$ cat config.mk
export PLATFORM = sky130hd
export DESIGN_NAME = controller_sequencer
export DESIGN_NICKNAME = d
export VERILOG_FILES = /design/src/rtl/cpu_ctrl_pkg.sv /design/src/rtl/ctrl_decode.sv /design/src/rtl/controller_sequencer.sv
export SDC_FILE = /design/constraint.sdc
export NUM_CORES = 1
export LEC_CHECK = 0
export ABC_AREA = 1
export BUFFER_PORTS_ARGS = -buffer_cell sky130_fd_sc_hd__clkbuf_2
export CORE_MARGIN = 5
export CORE_UTILIZATION = 35
export DETAILED_ROUTE_END_ITERATION = 8
export GPL_TIMING_DRIVEN = 0
export PLACE_DENSITY = 0.66
export SLEW_MARGIN = 0
export SYNTH_ARGS = -nofsm -noshare
export SYNTH_HDL_FRONTEND = slang
export SYNTH_HIERARCHICAL = 1
export SYNTH_SLANG_ARGS = --single-unit
$ cat constraint.sdc
create_clock -name clk -period 1.49 [get_ports clk]
set_input_delay 0.298 -clock clk [delete_from_list [all_inputs] [get_ports clk]]
set_output_delay 0.298 -clock clk [all_outputs]
set_load 0.02 [all_outputs]
$ cat src/rtl/cpu_ctrl_pkg.sv
// Shared definitions for the SAP-style controller-sequencer: opcodes, T-state
// encoding and control-word layout.
package cpu_ctrl_pkg;

  localparam logic [3:0] OPC_LDA = 4'b0000;
  localparam logic [3:0] OPC_ADD = 4'b0001;
  localparam logic [3:0] OPC_SUB = 4'b0010;
  localparam logic [3:0] OPC_OUT = 4'b1110;
  localparam logic [3:0] OPC_HLT = 4'b1111;

  typedef enum logic [2:0] {
    S_IDLE = 3'd0,
    S_T1   = 3'd1,
    S_T2   = 3'd2,
    S_T3   = 3'd3,
    S_T4   = 3'd4,
    S_T5   = 3'd5,
    S_T6   = 3'd6,
    S_HALT = 3'd7
  } state_t;

  localparam int CW_W  = 12;
  localparam int C_CP  = 0;
  localparam int C_EP  = 1;
  localparam int C_IMR = 2;
  localparam int C_ICE = 3;
  localparam int C_ILI = 4;
  localparam int C_IEI = 5;
  localparam int C_ILA = 6;
  localparam int C_EA  = 7;
  localparam int C_SU  = 8;
  localparam int C_EU  = 9;
  localparam int C_ILB = 10;
  localparam int C_ILO = 11;

  typedef logic [CW_W-1:0] ctrl_t;

  // Active-low strobes sit at 1 when idle; everything else at 0.
  localparam ctrl_t CW_INACTIVE = ctrl_t'((1 << C_IMR) | (1 << C_ICE) | (1 << C_ILI) |
                                          (1 << C_IEI) | (1 << C_ILA) | (1 << C_ILB) |
                                          (1 << C_ILO));

endpackage

$ cat src/rtl/ctrl_decode.sv
// Combinational micro-op decode: (T-state, opcode) -> control word.
module ctrl_decode
  import cpu_ctrl_pkg::*;
#(
  parameter logic [3:0] OP_LDA = OPC_LDA,
  parameter logic [3:0] OP_ADD = OPC_ADD,
  parameter logic [3:0] OP_SUB = OPC_SUB,
  parameter logic [3:0] OP_OUT = OPC_OUT
) (
  input  state_t     state,
  input  logic [3:0] opcode,
  output ctrl_t      cw
);

  logic is_lda, is_add, is_sub, is_out, is_alu;

  assign is_lda = (opcode == OP_LDA);
  assign is_add = (opcode == OP_ADD);
  assign is_sub = (opcode == OP_SUB);
  assign is_out = (opcode == OP_OUT);
  assign is_alu = is_add | is_sub;

  always_comb begin
    cw = CW_INACTIVE;
    case (state)
      S_T1: begin
        cw[C_EP]  = 1'b1;
        cw[C_IMR] = 1'b0;
      end
      S_T2: cw[C_CP] = 1'b1;
      S_T3: begin
        cw[C_ICE] = 1'b0;
        cw[C_ILI] = 1'b0;
      end
      S_T4: begin
        if (is_lda | is_alu) begin
          cw[C_IEI] = 1'b0;
          cw[C_IMR] = 1'b0;
        end
        if (is_out) begin
          cw[C_EA]  = 1'b1;
          cw[C_ILO] = 1'b0;
        end
      end
      S_T5: begin
        if (is_lda | is_alu) cw[C_ICE] = 1'b0;
        if (is_lda)          cw[C_ILA] = 1'b0;
        if (is_alu)          cw[C_ILB] = 1'b0;
      end
      S_T6: begin
        if (is_alu) begin
          cw[C_EU]  = 1'b1;
          cw[C_ILA] = 1'b0;
        end
        if (is_sub) cw[C_SU] = 1'b1;
      end
      default: cw = CW_INACTIVE;
    endcase
  end

endmodule

$ cat src/rtl/controller_sequencer.sv
// Six-T-state ring sequencer with run/step gating; owns state, t_state and HLT.
module controller_sequencer
  import cpu_ctrl_pkg::*;
#(
  parameter logic [3:0] OP_LDA = OPC_LDA,
  parameter logic [3:0] OP_ADD = OPC_ADD,
  parameter logic [3:0] OP_SUB = OPC_SUB,
  parameter logic [3:0] OP_OUT = OPC_OUT,
  parameter logic [3:0] OP_HLT = OPC_HLT
) (
  input  logic       clk,
  input  logic       rst_n,
  input  logic       run,
  input  logic       step,
  input  logic [3:0] opcode,
  output logic       CP,
  output logic       EP,
  output logic       IMR,
  output logic       ICE,
  output logic       ILI,
  output logic       IEI,
  output logic       ILA,
  output logic       EA,
  output logic       SU,
  output logic       EU,
  output logic       ILB,
  output logic       ILO,
  output logic       HLT,
  output logic [5:0] t_state
);

  state_t state, state_nxt;
  ctrl_t  cw_dec, cw;
  logic   en;

  assign en = run | step;

  always_ff @(posedge clk or negedge rst_n) begin
    if (!rst_n) state <= S_IDLE;
    else        state <= state_nxt;
  end

  always_comb begin
    state_nxt = state;
    if (en) begin
      case (state)
        S_IDLE:  state_nxt = S_T1;
        S_T1:    state_nxt = S_T2;
        S_T2:    state_nxt = S_T3;
        S_T3:    state_nxt = S_T4;
        S_T4:    state_nxt = (opcode == OP_HLT) ? S_HALT : S_T5;
        S_T5:    state_nxt = S_T6;
        S_T6:    state_nxt = S_T1;
        default: state_nxt = S_HALT;
      endcase
    end
  end

  ctrl_decode #(
    .OP_LDA(OP_LDA),
    .OP_ADD(OP_ADD),
    .OP_SUB(OP_SUB),
    .OP_OUT(OP_OUT)
  ) u_decode (
    .state (state),
    .opcode(opcode),
    .cw    (cw_dec)
  );

  // A frozen T-state must not strobe the datapath, or the micro-op would repeat.
  assign cw = en ? cw_dec : CW_INACTIVE;

  assign CP  = cw[C_CP];
  assign EP  = cw[C_EP];
  assign IMR = cw[C_IMR];
  assign ICE = cw[C_ICE];
  assign ILI = cw[C_ILI];
  assign IEI = cw[C_IEI];
  assign ILA = cw[C_ILA];
  assign EA  = cw[C_EA];
  assign SU  = cw[C_SU];
  assign EU  = cw[C_EU];
  assign ILB = cw[C_ILB];
  assign ILO = cw[C_ILO];

  assign HLT = (state == S_HALT);

  always_comb begin
    t_state = 6'b000000;
    case (state)
      S_T1:    t_state = 6'b000001;
      S_T2:    t_state = 6'b000010;
      S_T3:    t_state = 6'b000100;
      S_T4:    t_state = 6'b001000;
      S_T5:    t_state = 6'b010000;
      S_T6:    t_state = 6'b100000;
      default: t_state = 6'b000000;
    endcase
  end

endmodule

==> metrics, run 1 <==
Cell Rows 13; Fill cells 98; Syn Inst Count 82; Worst Slack Setup Final -0.294 ns; # setup viols final 19; final HPWL from detailed placement 962 um; Leak 0.453 nW; largest net degree at the start of global routing 11; global-route wire length before repair 2.14 mm; WP data arrival 1.49 ns; CP Cell Sequence nor3_4 -> inv_2 -> nor2_4 -> inv_2 -> or2_1 -> clkbuf_8; Synth Net Count 90; area grow syn2layout 109%; Slew Limit Fails 0; Initial Utilization 0.363; status finished with violations; Clock Latency Late Sink 0.23 ns; Critical Path Max Stage Delay 0.46 ns; antenna cells 0; FF-to-FF path depth 9; GRT busiest layer met2; Min Clock Period, post-route 1.78 ns; H-Tree Depth 1; startpoint types flip-flop; Power Internal 0.000908 W; dominant cells by area after synthesis dfrtp_1, nor2_1, nand3_1; WHS 0.405 ns; Worst R2R Setup Slack 0.12 ns; Chip Height 46.5 um; CP Buf/Inv Count 3; vias in the first global route 556; sequential power share 0.124; share of cells above drive strength 1 0.605; WL/cell 11.2 um; largest area contributor in the netlist dfrtp_1; Worst Setup End Kind primary output; drt total wl 1.56 mm; grt total ovfl 0; Distinct cells, synth 18; Post-route DRC 0; clk root buf clkbuf_4; Clock Skew 0.00418 ns; Mean Syn Cell Area 5.69 um2; fin crit share 1.20; Hold Path Class in -> async; violated checks setup timing; FF-to-FF Start state[0]$_DFFE_PN0N_; clock sinks 3; GR Util met3 0.0469; core area 1280 um2; dpl ws -0.157 ns; CTS Buf Count 3; kind of critical path reg -> out; Crit Reg-Reg Endpoint state[1]$_DFFE_PN0N_; Critical Path Fanout Max 6; Highest Clock Rate 560 MHz; met1 GRT Util 0.136; Required @ worst endpoint 1.19 ns; CTS clk-pin slew, worst paths 0.04 ns; routed vias/inst 4.63; TritonRoute pass-1 iters 4; clock network fraction of design power 0.077; most used cell, CP inv_2; met2 usage 0.247; Worst IR Drop VDD 1.45 mV; routability cong. 0.798; PD cells 1840 nW/um2; RSZ-0062 raised after global routing yes; die width 46.5 um; Layout Nets 133; IO Pins 27; Crit-path slowest cell dfrtp_2; Cell Area, Synth 467 um2; remaining antenna violation count 0; switching pwr 0.000881 W; Net Sw Frac 0.492; Synth Register Bits 3; Setup TNS Final -2.72 ns; Fin. Hold Viols 0; GRT Overall Usage 0.136; clk buf depth 2; DIE AREA 2160 um2; post-synthesis sequential area ratio 0.161; relative slew slack 0.885; vias post-DR 643; Crit path max-delay family simple AND/OR/NAND/NOR gates; Comb pwr share 0.799; Yosys warnings 6; worst slew pin tran 0.172 ns; Synth top area share 0.161; max_cap viols 0; input/output buffers 26; drt initial violations 7; initial antenna violation count 0; CTS tree yes
-- cell families (layout without fill, tap and decap cells) --
family,Yosys count,count (layout),share of synthesized area
DFF,3,3,0.161
and+or+nand+nor,51,51,0.550
AOI/OAI and AO/OA,6,6,0.0697
buffers and inverters,22,64,0.220
-- metal layers --
layer | part of all wire | up-vias
met5 | 0 | -
met4 | 0.019 | 0
met3 | 0.088 | 4
met2 | 0.53 | 24
met1 | 0.37 | 280
li1 | - | 335
-- cells in the mapped netlist, drive strengths merged --
library cell  count
nand2             6
or2               8
dfrtp             3
clkinv            1
buf               2
o21ai             3
nand3            10
nand4             1
o21a              1
inv              19
nor2             20
nor3              6
a21oi             2
-- stage by stage --
stage                     cell area, um2  power (W)  cells   util
after floorplan                      467   0.000762     82      -
after global placement               616   0.000967    123  0.479
after detailed placement             616   0.000974    123  0.479
after CTS                            848    0.00148    133  0.660
after global routing                 973    0.00193    139  0.758
final                                973    0.00179    139  0.758
-- final cells by class --
cell class	count	area, um2	area share
plain buffers	1	11.3	0.0116
well taps	15	18.8	0.0193
flip-flops and latches	3	78.8	0.0810
repair buffers	39	370	0.380
clock buffers	4	26.3	0.0270
multi-input cells	57	378	0.388
inverters	20	90.1	0.0925
-- worst max path at each step --
stage                                    start   to  slack (ns)  cells after the start
after global routing      state[1]$_DFFE_PN0N_  ILO       -0.36                      6
after CTS                            flip-flop  ILO       -0.27                      7
after detailed placement             flip-flop  ILO       -0.16                      7
after global placement               flip-flop  ILO       -0.14                      7
after floorplan                      flip-flop   EA       0.004                      6
final                     state[1]$_DFFE_PN0N_  ILO       -0.29                      6
-- what timing repair did --
item | in CTS | in global routing
setup buffers | 6 | 7
hold buffers | 1 | 0
setup endpoints to repair | 19 | 19
gates resized for setup | 45 | 35
endpoints found under the hold margin | 3 | 0
pin swaps | 18 | 5
-- layout by cell type (no fill, tap or decap), types with 5 or more instances in the layout --
master / count
buf_4: 13
buf_6: 7
clkbuf_2: 7
clkbuf_8: 8
inv_1: 7
inv_2: 10
nand2_1: 6
nand3_1: 5
nor2_1: 15
or2_1: 7
-- power by group through the flow --
stage / combinational (W) / clock (W) / sequential, W
2_1_floorplan: 0.000555 / 0 / 0.000207
3_3_place_gp: 0.000740 / 0 / 0.000227
3_5_place_dp: 0.000745 / 0 / 0.000229
4_1_cts: 0.00112 / 0.000141 / 0.000222
5_1_grt: 0.00154 / 0.000156 / 0.000233
6_report: 0.00143 / 0.000138 / 0.000222
-- worst register-to-register path, delay by kind of cell, from the launching register on --
family	cells	cell delay, ns
DFF	1	0.45
and+or+nand+nor	5	0.35
buffers and inverters	4	0.46
(Power assumes the default switching activity.)
==> inputs of run 2 (changes only) <==
- ABC_AREA: 1 -> default
- CORE_AREA: default -> 5 5 42 44
- CORE_MARGIN: 5 -> default
- CORE_UTILIZATION: 35 -> default
- DIE_AREA: default -> 0 0 47 49
- PLACE_DENSITY: 0.66 -> 0.67
==> run 2 against run 1 <==
The run still ends with setup timing left. Combinational power grew 14%. Sequential power shrank 2%. Core utilization shrank 1.4 points. Synthesized cell count shrank 17%. Total power grew 12%. Clock skew grew 0.0012 ns. Worst hold slack lost 0.023 ns. Sequential share of layout area shrank 0.53 points. Clock power grew 14%. Wire length grew 18%.
==> metrics, run 2 <==
status finished with violations; violated checks setup timing; WL/cell 14.5 um (+29%); GR Util met3 0.0332 (-0.0137); post-synthesis sequential area ratio 0.156 (-0.00461); met1 GRT Util 0.174 (+0.0381); WP data arrival 1.48 ns (about the same); routed vias/inst 5.32 (+15%); Leak 0.454 nW (+0.17%); Clock Skew 0.00540 ns (+0.00122 ns); PD cells 1920 nW/um2 (+4.7%); Clock Latency Late Sink 0.25 ns (+0.02 ns); clock sinks 3 (unchanged); Initial Utilization 0.343 (-0.0203); Fill cells 82 (-16%); Net Sw Frac 0.456 (-0.0367); Hold Path Class in -> async; clock network fraction of design power 0.078 (about the same); input/output buffers 26 (unchanged); share of cells above drive strength 1 0.649 (+0.0438); CTS clk-pin slew, worst paths 0.04 ns (about the same); Layout Nets 120 (-9.8%); Worst Setup End Kind primary output; GRT busiest layer met2; sequential power share 0.109 (-0.015); Setup TNS Final -3.30 ns (-0.578 ns); Synth top area share 0.156 (-0.00461); IO Pins 27 (unchanged); drt total wl 1.84 mm (+18%); area grow syn2layout 117%; leading cell types in the layout, fill and taps excluded buf_6, buf_4, clkbuf_2; global-route wire length before repair 2.61 mm (+22%); fin crit share 1.19 (-0.00406); GRT Overall Usage 0.152 (+0.0155); max_cap viols 0 (unchanged); Highest Clock Rate 562 MHz (+0.34%); largest area contributor in the netlist dfrtp_1; H-Tree Depth 1 (unchanged); Comb pwr share 0.813 (+0.014); CTS tree yes; vias post-DR 676 (+5.1%); TritonRoute pass-1 iters 5 (+1); Fin. Hold Viols 0 (unchanged); top cells by count, synth nor2_1, or2_1, nor2b_1; dpl cells 110 (-11%); kind of critical path reg -> out; worst slew pin tran 0.456 ns (+0.285 ns); antenna cells 0 (unchanged); Yosys warnings 6 (unchanged); grt total ovfl 0 (unchanged); Worst Slack Setup Final -0.288 ns (+0.00605 ns); Power Internal 0.00109 W (+20%); RSZ-0062 raised after global routing yes; Critical Path Fanout Max 8 (+2); switching pwr 0.000913 W (+3.7%); async set-or-reset flop fraction in the synthesized netlist 1.00 (unchanged); Post-route DRC 0 (unchanged); met2 usage 0.253 (+0.00614); relative slew slack 0.694 (-0.192); Required @ worst endpoint 1.19 ns (about the same); clk root buf clkbuf_4; Synth Register Bits 3 (unchanged); count leader, synth nor2_1; DIE AREA 2300 um2 (+6.4%); initial antenna violation count 0 (unchanged); main flop type after synthesis dfrtp_1; Slew Limit Fails 0 (unchanged); Synth Net Count 76 (-16%); Layout Utilization 0.744 (-0.0138); dominant cells by area after synthesis dfrtp_1, or2_1, nor2b_1; dpl ws -0.217 ns (-0.0602 ns); Post-synth EDFFs 0 (unchanged); fin cells 127 (-8.6%); commonest non-fill, non-tap cell in the layout buf_6; largest net degree at the start of global routing 11 (unchanged); Syn Inst Count 68 (-17%); die width 47 um (+1.0%); clk buf depth 2 (unchanged); vias in the first global route 615 (+11%); final HPWL from detailed placement 959 um (-0.32%); core area 1400 um2 (+9.1%); drt initial violations 28 (+21); # setup viols final 19 (unchanged); remaining antenna violation count 0 (unchanged); Worst IR Drop VDD 1.46 mV (+0.94%); Cell Area, Synth 480 um2 (+2.9%); Min Clock Period, post-route 1.78 ns (-0.00605 ns); CTS Buf Count 3 (unchanged); Mean Syn Cell Area 7.07 um2 (+24%); routability cong. 0.757 (-5.2%); Distinct cells, synth 31 (+13); startpoint types flip-flop; Cell Rows 14 (+1); Chip Height 49 um (+5.3%); WHS 0.382 ns (-0.0234 ns)
[run 2: changes by cell type in the layout (fill, tap and decap cells not counted), moves of 3 or more]
| cell | delta |
|---|---|
| nand3_1 | -4 |
| buf_6 | +7 |
| nand3_2 | -3 |
| nand2b_4 | +3 |
| inv_1 | -6 |
| nor2_1 | -11 |
| nor3_2 | -3 |
| clkbuf_8 | -3 |
| inv_2 | -9 |
[run 2: cells by family (layout without fill, tap and decap cells)]
group | after synthesis | in the layout | share of synthesized area
AND/OR/NAND/NOR | 50 | 50 | 0.648
AO/OA/AOI/OAI | 8 | 8 | 0.107
buffers and inverters | 5 | 48 | 0.0521
flip-flops | 3 | 3 | 0.156
XOR/XNOR | 2 | 2 | 0.0365
[run 2: final timing paths]
path,start,to,slack (ns),depth (start not counted)
min reg2reg,state[0]$_DFFE_PN0N_,state[0]$_DFFE_PN0N_,0.74,3
min,rst_n,state[0]$_DFFE_PN0N_,0.38,2
max in group asynchronous,rst_n,asynchronous set/reset pin,0.98,2
min in group clk,run,flip-flop,0.45,3
max,state[0]$_DFFE_PN0N_,IMR,-0.29,5
max reg2reg,flip-flop,state[1]$_DFFE_PN0N_,0.16,5
[run 2: through the flow]
stage | power (W) | area (um2)
finish | 0.00200 | 1040
global route | 0.00212 | 1040
CTS | 0.00153 | 865
detailed placement | 0.00104 | 651
global placement | 0.00103 | 651
floorplan | 0.000818 | 500
[run 2: routing by layer]
| metal | up-vias | part of all wire |
|---|---|---|
| li1 | 323 | - |
| met1 | 322 | 0.40 |
| met2 | 29 | 0.53 |
| met3 | 2 | 0.054 |
| met4 | 0 | 0.0076 |
| met5 | - | 0 |
[run 2: cell type report]
class,count,area [um2],area share
multi-input combinational,60,508,0.487
timing repair buffer,40,385,0.370
sequential,3,78.8,0.0756
clock buffer,4,26.3,0.0252
tap,16,20.0,0.0192
buffer,2,16.3,0.0156
inverter,2,7.51,0.00720
[run 2: repair_timing]
action / CTS / global route
resized for setup: 32 / 49
setup endpoints to repair: 19 / 19
endpoints found under the hold margin: 3 / 0
pin swaps: 10 / 9
hold buffers: 1 / 0
buffers inserted: 7 / 6
[run 2: critical path: stages, from the launching register on]
cell and delay, ns:
dfrtp_2 0.40, buf_6 0.14, nand3b_1 0.15, a21o_1 0.16, or2_1 0.21, clkbuf_8 0.15
[run 2: power by group through the flow]
stage                     sequential [W]  combinational (W)  clock [W]
after CTS                       0.000204            0.00117   0.000155
after global routing            0.000228            0.00173   0.000169
after global placement          0.000248           0.000783          0
after floorplan                 0.000214           0.000604          0
after detailed placement        0.000251           0.000793          0
final                           0.000218            0.00163   0.000157
